===== src/rtl/chain_tap.sv =====
// Receive-side tap point of a daisy-chained packet ring: steers each AXI Stream packet to the
// local consumer, down the chain, or both, based on the destination ID in its head flit.
`timescale 1ns/1ps

module chain_tap_buf #(
   parameter int unsigned W = 65
) (
   input  logic         clk,
   input  logic         rst,
   input  logic         push_i,
   input  logic [W-1:0] din_i,
   output logic         rdy_o,
   output logic [W-1:0] dout_o,
   output logic         valid_o,
   input  logic         ready_i
);
   logic [W-1:0] mem_q [2];
   logic         wr_q;
   logic         rd_q;
   logic [1:0]   cnt_q;
   logic         pop;

   // Ready comes from registered occupancy only, so push never meets a full buffer.
   assign rdy_o   = (cnt_q != 2'd2);
   assign valid_o = (cnt_q != 2'd0);
   assign dout_o  = mem_q[rd_q];
   assign pop     = valid_o && ready_i;

   always_ff @(posedge clk) begin
      if (!rst) begin
         wr_q  <= 1'b0;
         rd_q  <= 1'b0;
         cnt_q <= 2'd0;
      end else begin
         if (push_i) wr_q <= ~wr_q;
         if (pop)    rd_q <= ~rd_q;
         cnt_q <= cnt_q + {1'b0, push_i} - {1'b0, pop};
      end
   end

   always_ff @(posedge clk) begin
      if (push_i) mem_q[wr_q] <= din_i;
   end
endmodule

module chain_tap #(
   parameter int unsigned DATA_WIDTH = 64,
   parameter int unsigned ID_WIDTH   = 4,
   parameter int unsigned MY_ID      = 0,
   parameter int unsigned BCAST_EN   = 1
) (
   input  logic                  clk,
   input  logic                  rst,
   input  logic [DATA_WIDTH-1:0] in_TDATA,
   input  logic                  in_TVALID,
   output logic                  in_TREADY,
   input  logic                  in_TLAST,
   output logic [DATA_WIDTH-1:0] loc_TDATA,
   output logic                  loc_TVALID,
   input  logic                  loc_TREADY,
   output logic                  loc_TLAST,
   output logic [DATA_WIDTH-1:0] nxt_TDATA,
   output logic                  nxt_TVALID,
   input  logic                  nxt_TREADY,
   output logic                  nxt_TLAST,
   output logic                  mid_pkt
);
   typedef enum logic [1:0] {RT_UNDEC, RT_LOC, RT_NXT, RT_BOTH} route_e;

   route_e              state_q, state_d;
   route_e              head_route, route;
   logic [ID_WIDTH-1:0] id;
   logic                accept;
   logic                loc_push, nxt_push;
   logic                loc_rdy, nxt_rdy;

   assign id = in_TDATA[DATA_WIDTH-1 -: ID_WIDTH];

   // MY_ID is tested first so an all-ones local ID is never broadcast.
   always_comb begin
      head_route = RT_NXT;
      if (id == ID_WIDTH'(MY_ID))               head_route = RT_LOC;
      else if ((BCAST_EN != 0) && (id == '1))   head_route = RT_BOTH;
   end

   always_comb begin
      route     = (state_q == RT_UNDEC) ? head_route : state_q;
      in_TREADY = 1'b0;
      case (route)
         RT_LOC:  in_TREADY = loc_rdy;
         RT_NXT:  in_TREADY = nxt_rdy;
         RT_BOTH: in_TREADY = loc_rdy && nxt_rdy;
         default: in_TREADY = 1'b0;
      endcase
      accept   = in_TVALID && in_TREADY;
      loc_push = accept && ((route == RT_LOC) || (route == RT_BOTH));
      nxt_push = accept && ((route == RT_NXT) || (route == RT_BOTH));
      state_d  = state_q;
      if (accept) state_d = in_TLAST ? RT_UNDEC : route;
   end

   always_ff @(posedge clk) begin
      if (!rst) state_q <= RT_UNDEC;
      else      state_q <= state_d;
   end

   assign mid_pkt = (state_q != RT_UNDEC);

   chain_tap_buf #(.W(DATA_WIDTH + 1)) u_loc_buf (
      .clk     (clk),
      .rst     (rst),
      .push_i  (loc_push),
      .din_i   ({in_TLAST, in_TDATA}),
      .rdy_o   (loc_rdy),
      .dout_o  ({loc_TLAST, loc_TDATA}),
      .valid_o (loc_TVALID),
      .ready_i (loc_TREADY)
   );

   chain_tap_buf #(.W(DATA_WIDTH + 1)) u_nxt_buf (
      .clk     (clk),
      .rst     (rst),
      .push_i  (nxt_push),
      .din_i   ({in_TLAST, in_TDATA}),
      .rdy_o   (nxt_rdy),
      .dout_o  ({nxt_TLAST, nxt_TDATA}),
      .valid_o (nxt_TVALID),
      .ready_i (nxt_TREADY)
   );
endmodule

===== config.mk =====
export PLATFORM = sky130hd
export DESIGN_NAME = chain_tap
export DESIGN_NICKNAME = d
export VERILOG_FILES = /design/src/rtl/chain_tap.sv
export SDC_FILE = /design/constraint.sdc
export NUM_CORES = 1
export LEC_CHECK = 0
export ABC_AREA = 1
export CAP_MARGIN = 10
export CORE_MARGIN = 2
export CORE_UTILIZATION = 58
export CTS_BUF_LIST = sky130_fd_sc_hd__clkbuf_8
export CTS_CLUSTER_DIAMETER = 50
export DETAILED_ROUTE_END_ITERATION = 8
export PLACE_DENSITY = 0.88
export SLEW_MARGIN = 20
export SYNTH_ARGS = -nofsm -noshare
export SYNTH_HDL_FRONTEND = slang
export SYNTH_HIERARCHICAL = 1
export SYNTH_SLANG_ARGS = --single-unit

===== constraint.sdc =====
create_clock -name clk -period 16.7 [get_ports clk]
set_input_delay 4.175 -clock clk [delete_from_list [all_inputs] [get_ports clk]]
set_output_delay 4.175 -clock clk [all_outputs]
set_load 0.01 [all_outputs]

==> Yosys cells after proc, flatten, opt, wreduce, memory -nomap -nowiden <==
Memory sizes are Yosys's and may differ from the RTL's. A register that Yosys moved wholly into a read port is not among the register bits.
Index checks and enable logic that the tools add are counted.
{ "totals": {"regBits": 10, "latchBits": 0, "mem_bits_rw": 260, "romBits": 0, "input_bits": 70, "out_inout_bits": 134, "wordCells": 49, "n_memories": 2} }
{ "mem_list": {"columns": ["memory", "words", "word_bits", "rd", "rd_ports_with_merged_regs", "wr", "line_no", "text"], "rows": [
  ["u_loc_buf.mem_q", 2, 65, 1, 1, 1, "17", "logic [W-1:0] mem_q [2];"],
  ["u_nxt_buf.mem_q", 2, 65, 1, 1, 1, "17", null]
]} }
{ "classes": {"add_sub_neg": 4, "mul": 0, "div_mod_pow": 0, "n_lt_le_gt_ge": 0, "n_eq_ne": 6, "n_shift": 0, "muxes": 13, "bitwise_logic": 4, "n_reduce_logical": 13} }
{ "ops": {"columns": ["op", "count"], "rows": [
  ["two-way mux 1 bit", 9],
  ["logical AND 1 bit", 6],
  ["two-way mux 2 bit", 3],
  ["nonzero test 2 bit", 3],
  ["adder 2 x 1 -> 2 bit", 2],
  ["== test 2 bit (second input constant)", 2],
  ["== test 4 bit (second input constant)", 1],
  ["zero test 4 bit", 1],
  ["!= test 2 bit (second input constant)", 2],
  ["inverter 1 bit", 4],
  ["subtractor 2 x 1 -> 2 bit", 2],
  ["one-hot mux 1 bit (3 select lines)", 1],
  ["== test 2 x 1 -> 1 bit (second input constant)", 1],
  ["zero test 2 bit", 1],
  ["logical OR 1 bit", 2]
]} }

==> Depth between registers and ports, before layout <==
Gate-level depths: netlist of the first run.
{ "depth": {"ltp_word": 10, "mapped_depth": 13, "ltp_nobuf": 13} }

==> Cells and area by module <==
Netlist of the first run, hierarchy kept.
{ "by_module_without_submodules": {"columns": ["mod", "instances", "cells_each", "area_per_inst_um2", "seq_area_each_um2"], "rows": [
  ["chain_tap_buf", 2, 238, 5133.7, 4003.8],
  ["chain_tap", 1, 36, 210.2, 40.0]
]} }

==> Worst setup path before layout of the first run <==
Ideal clock, no wire load.
{ "synth_path": {"kind": "input to output", "from": "in in_TDATA[63]", "to": "out in_TREADY", "arrival_time_ns": 4.661, "t_required_ns": 12.525, "path_slack_ns": 7.864, "path_stages": 5, "n_path_buf": 0, "cell_sequence": "nor2_1 > nand3_1 > nand3b_2 > nand2_1 > inv_1"} }
{ "synth_via": {"elab_chain_cells": 6, "elab_cells_between_ends": 9, "cone_classes": "4 x eq/ne; 4 x mux; 1 x reduce/logical"} }
{ "synth_lines": {"columns": ["item", "line_no", "text"], "rows": [
  ["start: declaration", "54", "input logic [DATA_WIDTH-1:0] in_TDATA,"],
  ["== test 4 bit", "83", "else if ((BCAST_EN != 0) && (id == '1)) head_route = RT_BOTH;"],
  ["two-way mux 1 bit", "83", null],
  ["two-way mux 2 bit *", "82", "if (id == ID_WIDTH'(MY_ID)) head_route = RT_LOC;"],
  ["two-way mux 2 bit *", "87", "route = (state_q == RT_UNDEC) ? head_route : state_q;"],
  ["== test 2 bit or == test 2 x 1 -> 1 bit (tied branches)", "89", "case (route)"],
  ["one-hot mux 1 bit (3 select lines) *", "89", null],
  ["end: declaration", "56", "output logic in_TREADY,"]
]} }
Every way passes the cells marked *; elsewhere a longest branch is shown, timed or not.

==> Worst setup path in the final report of the first run <==
Same ends and word-level chain as after synthesis.

==> results of run 1 <==
[metrics by stage]
stage | instances | util | hold WS [ns]
2_1_floorplan | 512 | - | 0.462
3_3_place_gp | 936 | 0.713 | 0.477
3_5_place_dp | 936 | 0.713 | 0.492
4_1_cts | 1007 | 0.752 | 0.509
5_1_grt | 1008 | 0.754 | 0.540
6_report | 1008 | 0.754 | 0.506
[worst register-to-register path: stages (launching register included)]
cell and delay (ns):
sky130_fd_sc_hd__dfxtp_1 0.33, sky130_fd_sc_hd__nor2_2 0.20, sky130_fd_sc_hd__nand3_1 0.15, sky130_fd_sc_hd__nand3b_2 0.16, sky130_fd_sc_hd__nand3_2 0.12, sky130_fd_sc_hd__nor2_1 0.30
sky130_fd_sc_hd__inv_1 0.14, sky130_fd_sc_hd__nor2_4 0.71, sky130_fd_sc_hd__buf_4 0.63
[cells in the final DEF, fill, tap and decap left out, drive strengths merged]
master,instances
clkinv,14
nand2,28
ha,4
clkbuf,43
or2,1
dfxtp,12
nand4,2
a21oi,4
nand3b,1
inv,36
nand3,8
buf,7
mux2,130
clkdlybuf4s50,203
edfxtp,260
nor2,25
clkinvlp,1
[power by group]
group          leakage [uW]  internal [uW]  total, uW  switching (uW)
combinational       0.00197            321        567             246
clock              0.000405            237        469             233
sequential          0.00249            846        882            36.8
total               0.00486           1400       1920             516
[layout make-up]
class,instances,area [sq um]
clock inverters,28,111
flip-flops and latches,272,8060
multi-input cells,203,2210
inverters,23,86.3
well taps,229,287
fillers,998,4390
repair buffers,210,2100
clock buffers,43,592
[cell usage after synthesis (all sizes together)]
library cell	number
dfxtp	12
nor2	25
nand4	2
nand3	8
a21oi	4
buf	14
nand3b	1
mux2	130
edfxtp	260
inv	23
nand2	28
or2	1
ha	4
[registers in the layout (all words and copies together), names as in the netlist, named ones only]
signal,cells
u_loc_buf/cnt_q,2
state_q,2
u_nxt_buf/wr_q,1
u_loc_buf/mem_q,130
u_loc_buf/rd_q,1
u_loc_buf/wr_q,1
u_nxt_buf/mem_q,130
u_nxt_buf/cnt_q,2
u_nxt_buf/rd_q,1
[layer usage]
layer,part of all wire,up-vias,GRT usage
li1,-,2427,-
met5,0,-,0
met3,0.063,34,0.0554
met2,0.52,204,0.375
met1,0.40,2691,0.258
met4,0.019,0,0.0693
[worst max path at each step]
stage	start	end	slack [ns]
after floorplan	in_TDATA[63]	in_TREADY	7.86
after global placement	in_TDATA[63]	in_TREADY	6.81
after detailed placement	in_TDATA[63]	in_TREADY	6.72
after CTS	in_TDATA[63]	in_TREADY	6.68
after global routing	in_TDATA[61]	in_TREADY	6.58
final	in_TDATA[63]	in_TREADY	6.69
[kinds of logic after synthesis]
group           after synthesis
flops                       272
mux                         130
simple gates                 65
buf+inv                      37
compound gates                4
fa+ha+maj                     4
==> run_results.csv, run 1 <==
group,metric,value,unit
status,status,"finished, final reports clean",
setup_path,crit_required,12.52,ns
power,peak_vdd_ir,0.107,mV
clock_network,clock-root-buffer,"sky130_fd_sc_hd__clkbuf_8",
setup_path,worstReg2RegEnd,"u_loc_buf/mem_q[0][45]$_DFFE_PP_",
synth,ys_ff_latch,272,
global_routing,grt_pass1_wl,31600,microns
timing,final-setup-viol-count,0,
setup_path,critPathLaunchType,"input port",
floorplanning,fp.coreArea,17800,sq um
setup_path,path_class,"in2out",
power,power.density_cell_area,143,nW/um^2
route,vias_per_cell,5.31,
synth,synth_area_leader_cell,"sky130_fd_sc_hd__edfxtp_1",
finish,final_cell_area,13400,sq um
timing,total_negative_slack,0,ns
synth,synth-seq-area-share,0.768,
placed_design,dp_hpwl,12500,microns
synth,simple_gate_share_of_the_synthesized_area,0.0276,
setup_path,reg2reg_slack,13.56,ns
clock_network,number_of_buffers_created_by_cts,41,
synth,netlist_instances,512,
setup_path,critical_path.reg2reg.startpoint,"state_q[1]$_SDFFE_PN0P_",
clock_network,worst_skew_pair.late_latency,0.52,ns
timing,slew_headroom,0.260,
placed_design,port_buffers,203,
clock_network,cts-hold-fix-buffers,0,
finish,layout_cell_share_with_drive_strength_beyond_1,0.250,
clock_network,cts.repair.resized,0,
setup_path,cpLargestDelayFamily,"buffers and inverters",
floorplanning,die_h,138,microns
route,via_count,5356,
setup_path,crit_path_top_delay_cell,"sky130_fd_sc_hd__clkdlybuf4s50_1",
clock_network,clock_path_buffers,3,
synth,yosys.area.top_type_share,0.745,
synth,synth_area_leaders,"sky130_fd_sc_hd__edfxtp_1, sky130_fd_sc_hd__mux2_4, sky130_fd_sc_hd__mux2_2",
setup_path,crit_cells,7,
global_routing,grt_usage,0.213,
setup_path,reg2regPathDepth,8,
setup_path,critical_path_buf_inv_count,3,
route,mean_routed_wirelength_per_cell,20.4,microns
floorplanning,design.die.area,19200,sq um
placed_design,dp_worst_setup_slack,6.72,ns
route,total_drc_errors_in_the_routed_layout,0,
finish,area_growth,28.4,%
worst_hold_path,number_of_cells_on_the_worst_hold_path,2,
run,max_cap_viol_count,0,
clock_network,clock_tree_from_tritoncts,"done",
global_routing,grt_pass1_vias,5772,
synth,post_synth_xor_area_fraction,0,
synth,post_synth.cell_area_avg,20.5,sq um
route,wirelength,20500,microns
setup_path,timing.critical_path.cells,"clkdlybuf4s50_1 > nor2_1 > nand3_1 > nand3b_2 > nand2_1 > inv_1 > clkdlybuf4s50_1",
synth,synthesis.yosys.warnings,6,
placed_design,gp_congestion,0.809,
clock_network,ctsHtreeMaxLevel,2,
clock_network,clk_pin_slew_worst_paths,0.06,ns
synth,muxShareOfSynthArea,0.176,
placed_design,dpl_cell_area,12700,sq um
route,drt_first_pass_iters,4,
worst_hold_path,hold_start,"u_nxt_buf/rd_q$_SDFFE_PN0P_",
worst_hold_path,hold_class,"reg2reg",
setup_path,cpMostUsedCell,"sky130_fd_sc_hd__clkdlybuf4s50_1",
setup_path,endpoint_kind_of_the_worst_setup_timing_path,"output pin",
timing,unrepaired_setup_endpoints_after_global_routing,"no",
timing,finClkSkew,0.0229,ns
setup_path,cpPeakStageDelay,0.53,ns
synth,synth_compound_gate_area_share,0.00191,
timing,timing.final.ws_setup,6.69,ns
finish,final_nets,825,
finish,diodes,0,
synth,synth.lib_cells_used.distinct,17,
timing,post-route-period-util,0.599,
timing,report.final.slew_viol_count,0,
route,post_route_ant_nets,0,
setup_path,crit_path_max_fanout,6,
floorplanning,initial_utilization,0.587,
power,p_leak,0.00486,uW
floorplanning,fp.dieW,138,microns
timing,fin_crit_period,10.01,ns
timing,max_clock_freq,0.0999,GHz
clock_network,postCtsSetupRepairBufs,0,
timing,hold_violations,0,
floorplanning,total_number_of_placement_rows,49,
synth,syn_area,10500,sq um
synth,synth_top_family_by_area,"multiplexers",
route,detailedRoute.firstIterationViolations,228,
floorplanning,num_io_pins,204,
power,total_power,1920,uW
synth,synthAdderAreaFrac,0.00478,
setup_path,arrival,5.84,ns
global_routing,antenna_found_initial,0,
clock_network,clock_sink_count,272,
global_routing,maximum_number_of_pins_on_one_net_before_global_route_repair,55,
global_routing,globalRoute.totalOverflow,0,
timing,max_slew.worst_pin.slew,1.11,ns
synth,mappedNetlistNets,586,
Power figures use the tool's default switching activity.
==> run 2, diff against run 1 <==
CORE_UTILIZATION = 48   (was 58)
PLACE_DENSITY = 0.78   (was 0.88)
clock period = 9 ns   (was 16.7 ns; I/O delays follow)
==> run_results.csv, run 2 (same netlist as run 1, synthesis figures left out) <==
group,metric,value,unit
worst_hold_path,number_of_cells_on_the_worst_hold_path,2,
clock_network,postCtsSetupRepairBufs,0,
floorplanning,num_io_pins,204,
status,status,"finished, final reports clean",
clock_network,clock-root-buffer,"sky130_fd_sc_hd__clkbuf_8",
route,route.layer.met1.wl,8310,microns
timing,finClkSkew,0.0172,ns
worst_hold_path,hold_start,"u_loc_buf/rd_q$_SDFFE_PN0P_",
setup_path,endpoint_kind_of_the_worst_setup_timing_path,"output pin",
timing,final-setup-viol-count,0,
clock_network,ctsHtreeMaxLevel,2,
finish,layout.core_utilization,0.626,
run,max_cap_viol_count,0,
clock_network,clock_path_buffers,3,
clock_network,cts.repair.resized,0,
setup_path,crit_required,6.75,ns
clock_network,worst_skew_pair.late_latency,0.53,ns
global_routing,antenna_found_initial,1,
route,via_count,5325,
timing,report.final.slew_viol_count,0,
route,wirelength,20500,microns
timing,total_negative_slack,0,ns
timing,post-route-period-util,0.680,
route,wl_met2,10300,microns
placed_design,dpl.cell_count,987,
route,top_layer_used,"met4",
clock_network,clk_pin_slew_worst_paths,0.06,ns
power,power.density_cell_area,265,nW/um^2
setup_path,reg2regPathDepth,8,
setup_path,arrival,3.87,ns
timing,max_slew.worst_pin.slew,1.06,ns
placed_design,port_buffers,203,
floorplanning,fp.dieW,152,microns
power,p_leak,0.00486,uW
power,peak_vdd_ir,0.173,mV
finish,layout_cell_share_with_drive_strength_beyond_1,0.257,
global_routing,grt_pass1_wl,29800,microns
floorplanning,total_number_of_placement_rows,54,
placed_design,dp_hpwl,12800,microns
placed_design,dp_worst_setup_slack,2.91,ns
clock_network,clock_sink_count,272,
setup_path,critPathLaunchType,"input port",
finish,layout_commonest_cell,"sky130_fd_sc_hd__edfxtp_1",
global_routing,grt_usage,0.173,
route,post_route_ant_nets,0,
timing,max_clock_freq,0.164,GHz
route,drt_first_pass_iters,4,
placed_design,gp_congestion,0.777,
setup_path,critical_path.reg2reg.startpoint,"state_q[0]$_SDFFE_PN0P_",
floorplanning,die_h,152,microns
timing,hold_violations,0,
timing,fin_crit_period,6.12,ns
route,detailedRoute.firstIterationViolations,202,
setup_path,reg2reg_slack,5.83,ns
floorplanning,fp.coreArea,21600,sq um
route,mean_routed_wirelength_per_cell,19.3,microns
setup_path,crit_path_max_fanout,6,
route,total_drc_errors_in_the_routed_layout,0,
global_routing,globalRoute.totalOverflow,0,
timing,timing.final.ws_setup,2.88,ns
clock_network,number_of_buffers_created_by_cts,42,
setup_path,path_class,"in2out",
finish,final_cell_count_no_fill,1062,
timing,slew_headroom,0.289,
placed_design,dpl_cell_area,12800,sq um
global_routing,maximum_number_of_pins_on_one_net_before_global_route_repair,40,
clock_network,clock_tree_from_tritoncts,"done",
clock_network,cts-hold-fix-buffers,0,
floorplanning,design.die.area,23000,sq um
setup_path,worstReg2RegEnd,"u_nxt_buf/mem_q[0][27]$_DFFE_PP_",
finish,mostFrequentLayoutCells,"sky130_fd_sc_hd__edfxtp_1, sky130_fd_sc_hd__clkdlybuf4s50_1, sky130_fd_sc_hd__mux2_4",
worst_hold_path,hold_class,"reg2reg",
route,met3_length,1400,microns
finish,final_nets,825,
finish,layout_top_registers,"u_loc_buf/mem_q x130, u_nxt_buf/mem_q x130",
finish,final_cell_area,13500,sq um
floorplanning,initial_utilization,0.485,
global_routing,grt_pass1_vias,5591,
route,vias_per_cell,5.01,
finish,area_growth,29.2,%
timing,unrepaired_setup_endpoints_after_global_routing,"no",
run 2: per-stage QoR:
stage / power (uW) / hold slack (ns)
3_3_place_gp: 2680 / 0.484
6_report: 3590 / 0.502
5_1_grt: 3750 / 0.533
4_1_cts: 3630 / 0.501
3_5_place_dp: 2710 / 0.491
2_1_floorplan: 2230 / 0.462
run 2: how the worst max path moves through the flow:
stage,from,endpoint,slack [ns],cells after the start
finish,in_TDATA[63],in_TREADY,2.88,7
global route,in_TDATA[63],in_TREADY,2.71,7
CTS,in_TDATA[63],in_TREADY,2.89,7
detailed placement,in_TDATA[63],in_TREADY,2.91,7
global placement,in_TDATA[63],in_TREADY,2.96,7
floorplan,in_TDATA[63],u_loc_buf/mem_q[0][0]$_DFFE_PP_,2.83,7
run 2: final cells by class:
cell class | count | area (sq um)
fill | 1529 | 8090
tap | 280 | 350
multi-input combinational | 203 | 2210
clock buffer | 43 | 592
clock inverter | 31 | 156
sequential | 272 | 8060
antenna | 1 | 2.50
timing repair buffer | 209 | 2080
inverter | 23 | 86.3
run 2: metal layers:
layer,up-vias,GRT usage
li1,2429,-
met1,2657,0.216
met2,195,0.291
met3,44,0.0467
met4,0,0.0616
met5,-,0
run 2: power breakdown:
| part | leakage (uW) | total [uW] | internal, uW | switching [uW] |
|---|---|---|---|---|
| clock | 0.000421 | 911 | 473 | 438 |
| sequential | 0.00249 | 1660 | 1570 | 88.2 |
| combinational | 0.00195 | 1020 | 583 | 436 |
| total | 0.00486 | 3590 | 2630 | 962 |
run 2: worst max-delay path, stage by stage:
cell                              delay, ns
sky130_fd_sc_hd__clkdlybuf4s50_1       0.50
sky130_fd_sc_hd__nor2_1                0.18
sky130_fd_sc_hd__nand3_1               0.13
sky130_fd_sc_hd__nand3b_2              0.16
sky130_fd_sc_hd__nand2_1               0.07
sky130_fd_sc_hd__inv_1                 0.05
sky130_fd_sc_hd__clkdlybuf4s50_1       0.52
